<file path="config.mk">
export PLATFORM = sky130hd
export DESIGN_NAME = serial_subtractor
export DESIGN_NICKNAME = d
export VERILOG_FILES = /design/src/rtl/serial_subtractor.sv
export SDC_FILE = /design/constraint.sdc
export NUM_CORES = 1
export LEC_CHECK = 0
export BUFFER_PORTS_ARGS = -buffer_cell sky130_fd_sc_hd__buf_2
export CORE_AREA = 4 4 49 51
export CTS_CLUSTER_SIZE = 40
export DETAILED_ROUTE_END_ITERATION = 12
export DIE_AREA = 0 0 53 55
export GPL_ROUTABILITY_DRIVEN = 0
export HOLD_SLACK_MARGIN = 0.1
export PLACE_DENSITY = 0.57
export SLEW_MARGIN = 20
export SYNTH_ARGS = -nofsm -noshare
export SYNTH_HDL_FRONTEND = slang
export SYNTH_SLANG_ARGS = --single-unit
</file>
<file path="constraint.sdc">
create_clock -name clk -period 1.95 [get_ports clk]
set_clock_uncertainty 0.2 [all_clocks]
set_input_delay 0.0975 -clock clk [delete_from_list [all_inputs] [get_ports clk]]
set_output_delay 0.0975 -clock clk [all_outputs]
set_load 0.03 [all_outputs]
</file>
<file path="src/rtl/serial_subtractor.sv">
// serial_subtractor
//   Bit-serial ripple-borrow subtractor. It computes a - b one bit per clock,
//   LSB first, using one full-subtractor cell and a borrow flop. The operands
//   are captured when start is seen in IDLE. The result appears WIDTH cycles
//   later, together with a one-cycle done pulse.
//
// Ports
//   clk    : rising-edge clock
//   rst_n  : asynchronous active-low reset
//   start  : operation request, sampled only in IDLE
//   a, b   : unsigned minuend / subtrahend, captured on the accepting edge
//   diff   : registered (a - b) mod 2^WIDTH, held until the next completion
//   bout   : registered final borrow (1 iff a < b)
//   busy   : high while bits are being processed
//   done   : one-cycle pulse after diff/bout update
module serial_subtractor #(
  parameter int WIDTH = 3
) (
  input  logic             clk,
  input  logic             rst_n,
  input  logic             start,
  input  logic [WIDTH-1:0] a,
  input  logic [WIDTH-1:0] b,
  output logic [WIDTH-1:0] diff,
  output logic             bout,
  output logic             busy,
  output logic             done
);

  localparam int CW = (WIDTH < 2) ? 1 : $clog2(WIDTH);

  localparam logic [1:0] IDLE = 2'd0;
  localparam logic [1:0] RUN  = 2'd1;
  localparam logic [1:0] DONE = 2'd2;

  logic [1:0]       state_reg;
  logic [WIDTH-1:0] a_sh_reg;
  logic [WIDTH-1:0] b_sh_reg;
  logic [WIDTH-1:0] d_sh_reg;
  logic             br_reg;
  logic [CW-1:0]    cnt_reg;
  logic [WIDTH-1:0] diff_reg;
  logic             bout_reg;

  // Full-subtractor cell working on the current LSBs.
  logic             a_bit;
  logic             b_bit;
  logic             d_bit;
  logic             br_next;
  logic [WIDTH-1:0] d_sh_next;
  logic             last_bit;

  assign a_bit     = a_sh_reg[0];
  assign b_bit     = b_sh_reg[0];
  assign d_bit     = a_bit ^ b_bit ^ br_reg;
  assign br_next   = (~a_bit & b_bit) | (~(a_bit ^ b_bit) & br_reg);
  // The new bit enters at the MSB, so after WIDTH shifts bit 0 sits at the LSB.
  assign d_sh_next = {d_bit, d_sh_reg[WIDTH-1:1]};
  assign last_bit  = (cnt_reg == CW'(WIDTH - 1));

  always_ff @(posedge clk or negedge rst_n) begin
    if (!rst_n) begin
      state_reg <= IDLE;
      a_sh_reg  <= '0;
      b_sh_reg  <= '0;
      d_sh_reg  <= '0;
      br_reg    <= 1'b0;
      cnt_reg   <= '0;
      diff_reg  <= '0;
      bout_reg  <= 1'b0;
    end else begin
      case (state_reg)
        IDLE: begin
          if (start) begin
            a_sh_reg  <= a;
            b_sh_reg  <= b;
            d_sh_reg  <= '0;
            br_reg    <= 1'b0;
            cnt_reg   <= '0;
            state_reg <= RUN;
          end
        end
        RUN: begin
          a_sh_reg <= a_sh_reg >> 1;
          b_sh_reg <= b_sh_reg >> 1;
          d_sh_reg <= d_sh_next;
          br_reg   <= br_next;
          cnt_reg  <= cnt_reg + CW'(1);
          if (last_bit) begin
            // Outputs change only here, so they never show a partial result.
            diff_reg  <= d_sh_next;
            bout_reg  <= br_next;
            state_reg <= DONE;
          end
        end
        DONE: begin
          state_reg <= IDLE;
        end
        default: begin
          state_reg <= IDLE;
        end
      endcase
    end
  end

  // busy and done are decoded from the state flop only, so inputs have no
  // combinational path to them, and they can never be high together.
  assign busy = (state_reg == RUN);
  assign done = (state_reg == DONE);
  assign diff = diff_reg;
  assign bout = bout_reg;

endmodule

</file>
==> qor.yml <==
worst_setup_path:
  max_stage_delay_ns: 0.57
  required_ns: 1.92
  critPathArrivalTime_ns: 1.77
  setup.worst_path.end_class: "flop"
  critical_path_buf_inv_count: 1
  critical-path-top-delay-family: "buffers and inverters"
  crit_chain: "nand2b_1 > o22ai_1 > dlygate4sd3_1 > a21oi_1"
  crit_type: "flop to flop"
  crit_fanout: 9
  startpoint_type: "flop"
  cp_slowest_cell: "dlygate4sd3_1"
layout:
  synthToLayoutAreaGrowth_pct: 34.3
  seq_area_um2: 425
  final_cell_mix: "dfrtp_1 (17), dlygate4sd3_1 (15), buf_2 (14)"
  drive_gt1_share_pct: 20.0
  fin_area_um2: 1020
  layout.cells.non_filler: 127
  antenna_cells: 0
  final_nets: 112
  final_common_cell: "dfrtp_1"
  multi_input_area_um2: 287
  final_util_pct: 52.5
  nFillCells: 192
grt:
  grt_pass1_vias: 594
  overflow: 0
  grt_usage_pct: 12.8
  grt_max_degree: 18
  grt_pass1_wl_um: 2630
  grt_antenna_before_repair: 0
clock_network:
  cts_resized: 0
  clk_pin_slew_ns: 0.10
  cts_root_buf: "clkbuf_4"
  cts_tree: "yes"
  cts_sinks: 17
  clock_path_buffers: 2
  htreeDepth: 1
  post-cts-setup-buffers: 0
  clock_latency_ns: 0.29
  cts_buffers: 3
hold_path:
  hold_path.class: "flop to flop"
synth:
  synth_top_area_cell: "dfrtp_1"
  synth_ff_type: "dfrtp_1"
  yosys_warnings: 0
  ys_async_sr_fraction_pct: 100
  synth_edf_count: 0
  ys_seq_elements: 17
  synth.distinct_cells: 20
  syn_nets: 81
  syn_avg_cell_area_um2: 10.8
  synthesis.area_um2: 759
  synthTopCellsByArea: "dfrtp_1 (56%), o22ai_1 (6.6%), o21ai_0 (4.6%)"
  synth.top_cell.area_share_pct: 56.0
  synthCells: 70
  yosysSeqAreaShare_pct: 56.0
detailed_routing:
  drt_iter0_drc: 2
  wirelength_um: 1540
  first_pass_iters: 4
  drt-wirelength-per-cell_um: 12.1
  vias_per_cell: 4.85
  drc: 0
  drtAntennaViolNets: 0
  num_vias: 616
die:
  core_um2: 1940
  initial_core_util_pct: 39.1
  fp.dieW_um: 53
  design.die.area_um2: 2920
  top_level_ports: 15
  rows: 16
  die_h_um: 55
job:
  cap_viol_max_count: 0
placed_design:
  dp_hpwl_um: 1040
  portBuffers: 14
  placed_area_um2: 842
  dp.cells: 108
power:
  combPwrFrac_pct: 45.0
  leakage_nw: 0.503
  irDropWorstVdd_v: 0.000863
  pwr_density_cell_nw_per_um2: 1450
  p_sw_share_pct: 40.9
  power_frac_seq_pct: 42.4
  p_int_mw: 0.876
  pwr-share-clk_pct: 12.6
  power.switching_mw: 0.607
outcome:
  status: "completed"
sta:
  max_freq_mhz: 556
  setup_viol: 0
  finalHoldViolCount: 0
  tns_ns: 0
  period_needed_ns: 1.80
  max_slew_margin_pct: 50.2
  fin_crit_sh_pct: 92.2
  rsz0062_at_grt: "false"
  worst_pin_slew_ns: 0.745
  slew_violations: 0
==> tightest hold or removal path, cell delays in order (launching register included) <==
cell and delay, ns:
dfrtp_1 0.35, nand2_1 0.04, o21ai_0 0.05
==> per-layer routing <==
layer	part of all wire, %	global-route usage (%)	vias up
li1	-	-	303
met1	46	15.6	296
met2	48	21.3	13
met3	4.0	2.41	4
met4	2.1	7.23	0
met5	0	0	-
==> area by class of cell <==
cell class                      instances  area share (%)
Tap cell                               27            3.31
Clock buffer                            3            2.21
Inverter                                7            2.58
Clock inverter                          1           0.491
Sequential cell                        17            41.7
Multi-Input combinational cell         43            28.1
Timing Repair Buffer                   29            21.6
==> synthesized netlist by cell type (2+ instances only) <==
library cell and count:
nand2_1 6, nor2_1 3, buf_2 2, o21ai_0 7
dfrtp_1 17, a22o_1 2, o22ai_1 8, nand2b_1 2
a21oi_1 5, mux2_1 3, inv_1 6
==> through the flow <==
step,hold WS [ns],total power [mW],setup WS (ns)
floorplan,-0.398,1.12,0.478
global placement,-0.160,1.24,0.464
finish,0.281,1.48,0.153
CTS,0.287,1.51,0.165
detailed placement,-0.159,1.26,0.430
global route,0.299,1.61,0.0389
==> power by group through the flow <==
| stage | combinational (mW) | clock, mW | sequential, mW |
|---|---|---|---|
| floorplan | 0.457 | 0 | 0.659 |
| global placement | 0.604 | 0 | 0.636 |
| detailed placement | 0.615 | 0 | 0.640 |
| CTS | 0.683 | 0.191 | 0.631 |
| global route | 0.746 | 0.211 | 0.656 |
| finish | 0.668 | 0.187 | 0.629 |
==> kinds of logic after synthesis <==
family	synth area share, %
DFF	56.0
and+or+nand+nor	10.5
AOI/OAI and AO/OA	18.5
buffers and inverters	6.26
muxes	4.45
adders and majority gates	4.28
==> final timing paths <==
path	from	to	slack, ns	depth (start not counted)
min in group asynchronous	rst_n	d_sh_reg[1]	0.74	3
worst max register to register	state_reg[1]	b_sh_reg[1]	0.15	4
max in group asynchronous	rst_n	b_sh_reg[1]	0.34	3
worst max-delay path	state_reg[1]	b_sh_reg[1]	0.15	4
worst min register to register	bout	bout	0.28	2
worst min-delay path	bout	bout	0.28	2
==> repair_timing <==
action	4_1_cts	5_1_grt
hold buffers	15	0
setup endpoints to repair	0	0
endpoints found under the hold margin	24	0
(Power assumes the default switching activity.)
